<file path="config.mk">
export PLATFORM = sky130hd
export DESIGN_NAME = signal_sync_filter
export DESIGN_NICKNAME = d
export VERILOG_FILES = /design/src/rtl/signal_sync_filter.sv
export SDC_FILE = /design/constraint.sdc
export NUM_CORES = 1
export LEC_CHECK = 0
export ABC_CLOCK_PERIOD_IN_PS = 1200
export CORE_AREA = 2 2 39 41
export DETAILED_ROUTE_END_ITERATION = 16
export DIE_AREA = 0 0 41 43
export PLACE_DENSITY = 0.37
export SETUP_SLACK_MARGIN = 0.2
export SKIP_LAST_GASP = 1
export SLEW_MARGIN = 20
export SYNTH_ARGS = -nofsm -noshare
export SYNTH_HDL_FRONTEND = slang
export SYNTH_SLANG_ARGS = --single-unit
</file>
<file path="constraint.sdc">
create_clock -name clk -period 1.2 [get_ports clk]
set_clock_uncertainty 0.15 [all_clocks]
set_input_delay 0.24 -clock clk [delete_from_list [all_inputs] [get_ports clk]]
set_output_delay 0.24 -clock clk [all_outputs]
set_load 0.01 [all_outputs]
</file>
<file path="src/rtl/signal_sync_filter.sv">
// signal_sync_filter: multi-channel synchroniser with per-channel glitch filter and edge pulses
// Ports: clk (sole clock), rst_n (synchronous, active-low), sig[Width] (asynchronous inputs),
//        sigout[Width] (synchronised, filtered level), rise/fall[Width] (1-cycle sigout edge pulses)
// Optional feature: define SIGNAL_SYNC_FILTER_EDGE_EN to drive rise/fall; otherwise both are tied to 0.
module signal_sync_filter #(
    parameter int               Width        = 1,
    parameter int               Depth        = 2,
    parameter int               FilterCycles = 4,
    parameter logic [Width-1:0] ResetValue   = '0
) (
    input  logic             clk,
    input  logic             rst_n,
    input  logic [Width-1:0] sig,
    output logic [Width-1:0] sigout,
    output logic [Width-1:0] rise,
    output logic [Width-1:0] fall
);
    logic [Width-1:0] stage [Depth];
    logic [Width-1:0] s;
    always_ff @(posedge clk) begin
        if (!rst_n) begin
            for (int k = 0; k < Depth; k++) stage[k] <= ResetValue;
        end else begin
            stage[0] <= sig;
            for (int k = 1; k < Depth; k++) stage[k] <= stage[k-1];
        end
    end
    assign s = stage[Depth-1];
    generate
        if (FilterCycles == 0) begin : g_bypass
            assign sigout = s;
`ifdef SIGNAL_SYNC_FILTER_EDGE_EN
            // previous synchronised level, so edges line up with the cycle sigout changes
            logic [Width-1:0] prev;
            always_ff @(posedge clk) prev <= !rst_n ? ResetValue : s;
            assign rise = s & ~prev;
            assign fall = ~s & prev;
`else
            assign rise = '0;
            assign fall = '0;
`endif
        end else begin : g_filter
            localparam int CW = $clog2(FilterCycles + 1);
            logic [Width-1:0] level;
            logic [Width-1:0] hit;
            for (genvar i = 0; i < Width; i++) begin : g_ch
                logic [CW-1:0] cnt;
                // last differing cycle of the run: output takes the new level on this edge
                assign hit[i] = s[i] != level[i] && cnt == CW'(FilterCycles - 1);
                always_ff @(posedge clk) cnt <= (!rst_n || s[i] == level[i] || hit[i]) ? '0 : cnt + 1'b1;
            end
            always_ff @(posedge clk) level <= !rst_n ? ResetValue : level ^ hit;
            assign sigout = level;
`ifdef SIGNAL_SYNC_FILTER_EDGE_EN
            logic [Width-1:0] r;
            logic [Width-1:0] f;
            always_ff @(posedge clk) begin
                r <= !rst_n ? '0 : hit & s;
                f <= !rst_n ? '0 : hit & ~s;
            end
            assign rise = r;
            assign fall = f;
`else
            assign rise = '0;
            assign fall = '0;
`endif
        end
    endgenerate
endmodule

</file>
Word level (Yosys, flattened, before mapping). Memories as Yosys holds them, arrays and structs flattened. Cells that the tools add are included.

Bits in registers: 4. Bits in writable memories: 2. Input port bits: 3. Output and inout port bits: 3. Memories kept: 1.

$add $sub $neg: 1. Equal/unequal tests: 3. Mux-type cells: 4. Bitwise gates (word level): 3. Reduce and logical (&&, ||, !) cells: 4.

Memories: stage (words 2, bits a word 1, read ports 2, clocked after memory_dff 0, wr ports 2, line 18) `logic [Width-1:0] stage [Depth];`.

Operator list (number): $mux W1 (4); $add A3 B1 Y3 const B (1); $eq A3 B2 Y1 const B (1); $logic_or A1 B1 Y1 (2); $or A1 B1 Y1 (2); $eq A1 B1 Y1 (1); $logic_and A1 B1 Y1 (1); $logic_not A1 Y1 (1); $ne A1 B1 Y1 (1); $xor A1 B1 Y1 (1).

Longest topological paths before layout. An unclocked memory read counts as a cell.

Depth in word-level cells: 4. Mapped depth: 4. Mapped depth without buffers: 4.

Worst setup path after synthesis. Ideal clock, no wire load.

Kind: register -> register. From: register g_filter.g_ch[0].cnt[0]. To: register g_filter.g_ch[0].cnt[2]. Library setup time: 0.096 ns. Arrival: 0.967 ns. Data required time: 0.954 ns. Slack: -0.013 ns. Stages on the path, launching flop included: 4. Path buffers: 0. Period minus slack after synthesis: 1.213 ns. Path through: dfxtp_1 ha_1 ha_1 nor4b_1.

Longest elaborated chain between the ends: 3.

Ends and longest elaborated chain: start: declaration (line 47) `logic [CW-1:0] cnt;`; start signal: assignment (line 50) `always_ff @(posedge clk) cnt <= (!rst_n || s[i] == level[i] || hit[i]) ? '0 : cnt + 1'b1;`; branches (longest 3 deep; another with $add A3 B1 Y3).

Several ways; the timed one is not identified. A chain may end at the register's enable or synchronous reset.

Worst setup path in the final report. Ends and elaborated chain as after synthesis.

==> flow_metrics.tcl <==
set metrics [dict create \
    h-tree-depth 1 \
    cpMaxStageDelayCell "dfxtp_2" \
    hold_viol 0 \
    register_area_um2 123 \
    yosys_most_used_dff "dfxtp_1" \
    synth_cells 20 \
    min_path_type "in2reg" \
    cts.sinks 6 \
    synth_cell_type_count 11 \
    combPwrFrac_pct 5.9 \
    dieArea_mm2 0.00176 \
    diodes 0 \
    gp_congestion 0.588 \
    netlist.top_cell.by_area "dfxtp_1" \
    worstPathCellList "ha_4 -> ha_4 -> nor4b_2" \
    power_density_mw_per_mm2 1110 \
    synth.top_cell.area_share_pct 51.1 \
    finalCoreUtilization_pct 27.1 \
    fp.dieH_um 43 \
    io_buffers 3 \
    hold_buffers 0 \
    fin_crit_ns 1.15 \
    synth.most_common_cell "dfxtp_1" \
    nets 35 \
    rows 14 \
    grt_max_degree 5 \
    multi_input_area_um2 156 \
    cpLargestDelayFamily "adder cells" \
    finalSetupViolations 0 \
    antenna_found_initial 0 \
    synth_common_cells "dfxtp_1, and2_1, buf_4, ha_1, nor4b_1" \
    cts_tree "yes" \
    finalPower_mw 0.418 \
    grt-busiest-layer "met4" \
    ys_warn_count 0 \
    cts-buffers-inserted 3 \
    ir_drop_uv 456 \
    critical_path_required_ns 1.21 \
    vias 162 \
    dp_hpwl_um 289 \
    drive_gt1_share_pct 53.6 \
    grt_pass1_wl_um 696 \
    area_growth_pct 59.6 \
    use_met3_pct 3.14 \
    path_class "reg2reg" \
    grt_overflow_total 0 \
    worstPathMaxFanout 2 \
    cts_root_buf "clkbuf_4" \
    synth-edff-count 0 \
    fmax_mhz 872 \
    drc 0 \
    clock_power_share_pct 44.4 \
    async_flop_share_pct 0 \
    drtPass1Iterations 2 \
    avgSynthCellArea_um2 11.8 \
    switching_power_mw 0.0844 \
    fillers 156 \
    drt-total-wl_um 377 \
    cp_common_cell "ha_4" \
    whs_ns 0.193 \
    worstSkewPairLatency_ns 0.25 \
    syn-cell-area_um2 235 \
    min_period_over_period_pct 95.5 \
    initial_core_util_pct 17.0 \
    core_mm2 0.00138 \
    leakagePower_nw 0.144 \
    p_sw_share_pct 20.2 \
    p_int_mw 0.333 \
    drt-initial-drc-count 1 \
    synth.area.top_cells "dfxtp_1, ha_1, nor4b_1" \
    seq_area_frac_synth_pct 51.1 \
    dieWidth_um 41 \
    seq_power_share_pct 49.7 \
    ios 6 \
    use_met2_pct 9.06 \
    path_buf_inv 0 \
    track_usage_pct 7.15 \
    path_clk_slew_ns 0.04 \
    wl_per_cell_um 8.57 \
    ys_ff_latch 6 \
    slowest_delay_ns 0.33 \
    end_kind "register" \
    cts_buffer_depth 2 \
    drv_slew 0 \
    ant_nets 0 \
    grt.met1_usage_pct 5.84 \
    status "complete, no violations" \
    critical_path_arrival_ns 1.16 \
    maxCapViolations 0 \
    vias_per_cell 3.68 \
    grt_pass1_vias 176 \
    startpoint_type "register" \
    rsz0062_at_grt "true" \
]
-- stage by stage --
step	cells	setup TNS, ns	cell area (um2)	setup slack, ns
final	44	0	375	0.0536
after global routing	44	0	375	0.000859
after CTS	44	0	373	0.0429
after detailed placement	40	-0.200	330	-0.0448
after global placement	40	-0.190	330	-0.0476
after floorplan	21	0	280	0.0715
-- logic make-up (layout without fill, tap and decap cells) --
family	count (synthesis)	count (layout)	synth area share, %
flip-flops	6	6	51.1
XOR/XNOR	1	1	3.72
AND/OR/NAND/NOR	6	6	20.7
adder cells (fa/ha/maj)	2	2	10.6
buffers and inverters	3	10	7.98
multiplexers	1	1	4.26
other	1	2	1.59
-- worst paths after layout --
kind | from | end | slack, ns | cells past startpoint
setup / recovery | g_filter.g_ch[0].cnt[0]$_SDFF_PP0_ | g_filter.g_ch[0].cnt[2]$_SDFF_PP0_ | 0.05 | 3
hold / removal | rst_n | g_filter.g_ch[0].cnt[0]$_SDFF_PP0_ | 0.19 | 2
setup reg to reg | g_filter.g_ch[0].cnt[0]$_SDFF_PP0_ | g_filter.g_ch[0].cnt[2]$_SDFF_PP0_ | 0.05 | 3
hold reg to reg | stage[0][0]$_SDFF_PN0_ | stage[0][1]$_SDFF_PN0_ | 0.28 | 1
-- layer usage --
layer	vias to the layer above	wire length [um]
li1	81	-
met1	70	137
met2	6	182
met3	5	22
met4	0	34
met5	-	0
-- cells in the final DEF (no fill, tap or decap) --
cell type	count
buf_4	3
dfxtp_1	4
ha_4	2
and2_1	2
inv_1	1
clkdlybuf4s50_1	1
mux2i_1	1
buf_2	1
clkbuf_4	3
and4bb_2	1
dfxtp_2	2
nor2b_1	1
conb_1	2
xnor2_4	1
nor4b_2	2
dlymetal6s2s_1	1
-- worst register-to-register path, cell delays in order, from the launching register on --
cell and delay (ns):
dfxtp_2 0.33, ha_4 0.16, ha_4 0.20, nor4b_2 0.23
-- power groups by stage --
| stage | clock [mW] | combinational (mW) | sequential (mW) |
|---|---|---|---|
| 2_1_floorplan | 0 | 0.0148 | 0.210 |
| 3_3_place_gp | 0 | 0.0209 | 0.210 |
| 3_5_place_dp | 0 | 0.0213 | 0.211 |
| 4_1_cts | 0.192 | 0.0252 | 0.208 |
| 5_1_grt | 0.210 | 0.0267 | 0.208 |
| 6_report | 0.186 | 0.0244 | 0.208 |
-- what timing repair did --
item                                    CTS  global route
pin swaps                                 4             0
gates resized for setup                   6             1
buffers inserted                          1             0
cloned                                    0             0
endpoints found under the setup margin    5             7
-- cell type report --
type / count / area share, %
clock buffer: 3 / 6.00
inverter: 1 / 1.00
multi-input combinational: 12 / 41.7
sequential: 6 / 32.7
tap: 16 / 5.33
timing repair buffer: 6 / 13.3
Power figures use the tool's default switching activity.
==> patch (config.mk and constraints unchanged) <==
Change the parameter `FilterCycles` from 4 to 2.
--- a/src/rtl/signal_sync_filter.sv
+++ b/src/rtl/signal_sync_filter.sv
@@ -5,7 +5,7 @@
 module signal_sync_filter #(
     parameter int               Width        = 1,
     parameter int               Depth        = 2,
-    parameter int               FilterCycles = 4,
+    parameter int               FilterCycles = 2,
     parameter logic [Width-1:0] ResetValue   = '0
 ) (
     input  logic             clk,
Function: changed (a bounded check fails within 10 cycles, from zero or initial values and one cycle with rst_n low).
==> patch against the original RTL <==
Area after synthesis is 19% lower; sequential share of layout area is 0.15 points higher; sequential cell count is 1 lower; worst setup slack better by 0.10 ns; largest cell class unchanged; count of clock-buffer cells in the layout is 1 higher; power is 6.8% lower; final area is 15% lower; largest power group is now clock; wire length is 18% lower.
==> patch: results (changes against the original RTL) <==
[drt]
viasPerCell=3.17  ; -14%
drt_wl_total_um=308  ; -18%
met2WireLength_um=162  ; -11%
met3_length_um=28  ; +27%
wl_met1_um=117  ; -15%
dr_total_vias=130  ; -20%
drt-initial-drc-count=0  ; -1
dr.max_layer_used=met3

[placement]
dpl_cell_area_um2=236  ; -28%
dp_hpwl_um=195  ; -32%
gp_congestion=0.576  ; -2.0%
dp_slack_ns=-0.0431  ; +0.00168 ns
dpl.cell_count=36  ; -10%

[synth]
yosys-top-cells-area=dfxtp_1 (53%), nor4b_1 (9.2%), buf_4 (7.9%)
ys_seq_area_share_pct=52.6  ; +1.6 points
synthCells=17  ; -15%
synth_cell_types=10  ; -1

[worst_setup_path]
path_delay_family=flip-flops
max_stage_delay_ns=0.31  ; -0.02 ns
rrSetupSlack_ns=0.15  ; +0.10 ns
r2r_cells=3  ; unchanged
arrival_ns=1.05  ; -0.11 ns
r2r-end=g_filter.g_ch[0].cnt[1]

[global_routing]
gr-usage-met2_pct=5.00  ; -4.1 points
grt.total_usage_pct=5.23  ; -1.9 points
gr-usage-met3_pct=7.85  ; +4.7 points
grt_pass1_wl_um=469  ; -33%
grt_pass1_vias=110  ; -38%
grt_use_met1_pct=4.84  ; -1.0 points
grt_max_degree=6  ; +1

[power_and_ir_drop]
leakage_uw=0.000113  ; -22%
p_seq_share_pct=44.7  ; -5.0 points
intPower_uw=314  ; -5.9%
p_total_uw=389  ; -6.8%
vdd_drop_max_v=0.000441  ; -3.2%

[status]
status=complete, no violations

[worst_hold_path]
hp-class=reg2reg
min-delay-start=stage[0][0]
min_to=stage[0][1]
min_delay_path_depth=1  ; -1

[clock_tree]
cts_root_buf=clkbuf_4

[finish]
drive_above_1_share_pct=52.0  ; -1.6 points
fin_nets=30  ; -14%
nFillCells=154  ; -1.3%

## patch: cell types whose count changed in the layout (fill, tap and decap cells not counted), sizes merged
cell and change:
buf -1, dfxtp -1, clkdlybuf4s50 +1, dlymetal6s2s -1, ha -1, clkbuf +1, and4bb -1
## patch: cell families after synthesis
family	Yosys count	synth area share, %
DFF	5	52.6
other	1	1.97
and+or+nand+nor	5	19.1
adders and majority gates	1	6.58
muxes	1	5.26
xor gates and xnor gates	1	4.61
buffers and inverters	3	9.86
## patch: worst max-delay path by stage
stage | start | slack, ns | end | depth (start not counted)
after floorplan | g_filter.g_ch[0].cnt[1] | 0.15 | g_filter.g_ch[0].cnt[1] | 3
after global placement | rst_n | -0.04 | g_filter.g_ch[0].cnt[1] | 2
after detailed placement | rst_n | -0.04 | g_filter.g_ch[0].cnt[0] | 2
after CTS | register | 0.14 | g_filter.g_ch[0].cnt[0] | 3
after global routing | register | 0.1 | g_filter.g_ch[0].cnt[1] | 3
final | register | 0.15 | g_filter.g_ch[0].cnt[1] | 3
## patch: final cells by class
class / count / area [µm²] / area share (%)
inverters: 1 / 3.75 / 1.17
flip-flops and latches: 5 / 105 / 32.8
multi-input cells: 10 / 119 / 37.1
clock buffers: 4 / 26.3 / 8.20
well taps: 16 / 20.0 / 6.25
repair buffers: 5 / 46.3 / 14.5
## patch: timing repair
action                                  4_1_cts  5_1_grt
resized for setup                            10        5
hold buffers                                  0        0
pin swaps                                     1        1
endpoints found under the setup margin        4        4
buffers inserted                              0        1
## patch: worst register-to-register path: stages (launching register included)
cell	delay [ns]
dfxtp_2	0.31
buf_4	0.15
xnor2_4	0.14
nor4b_2	0.21
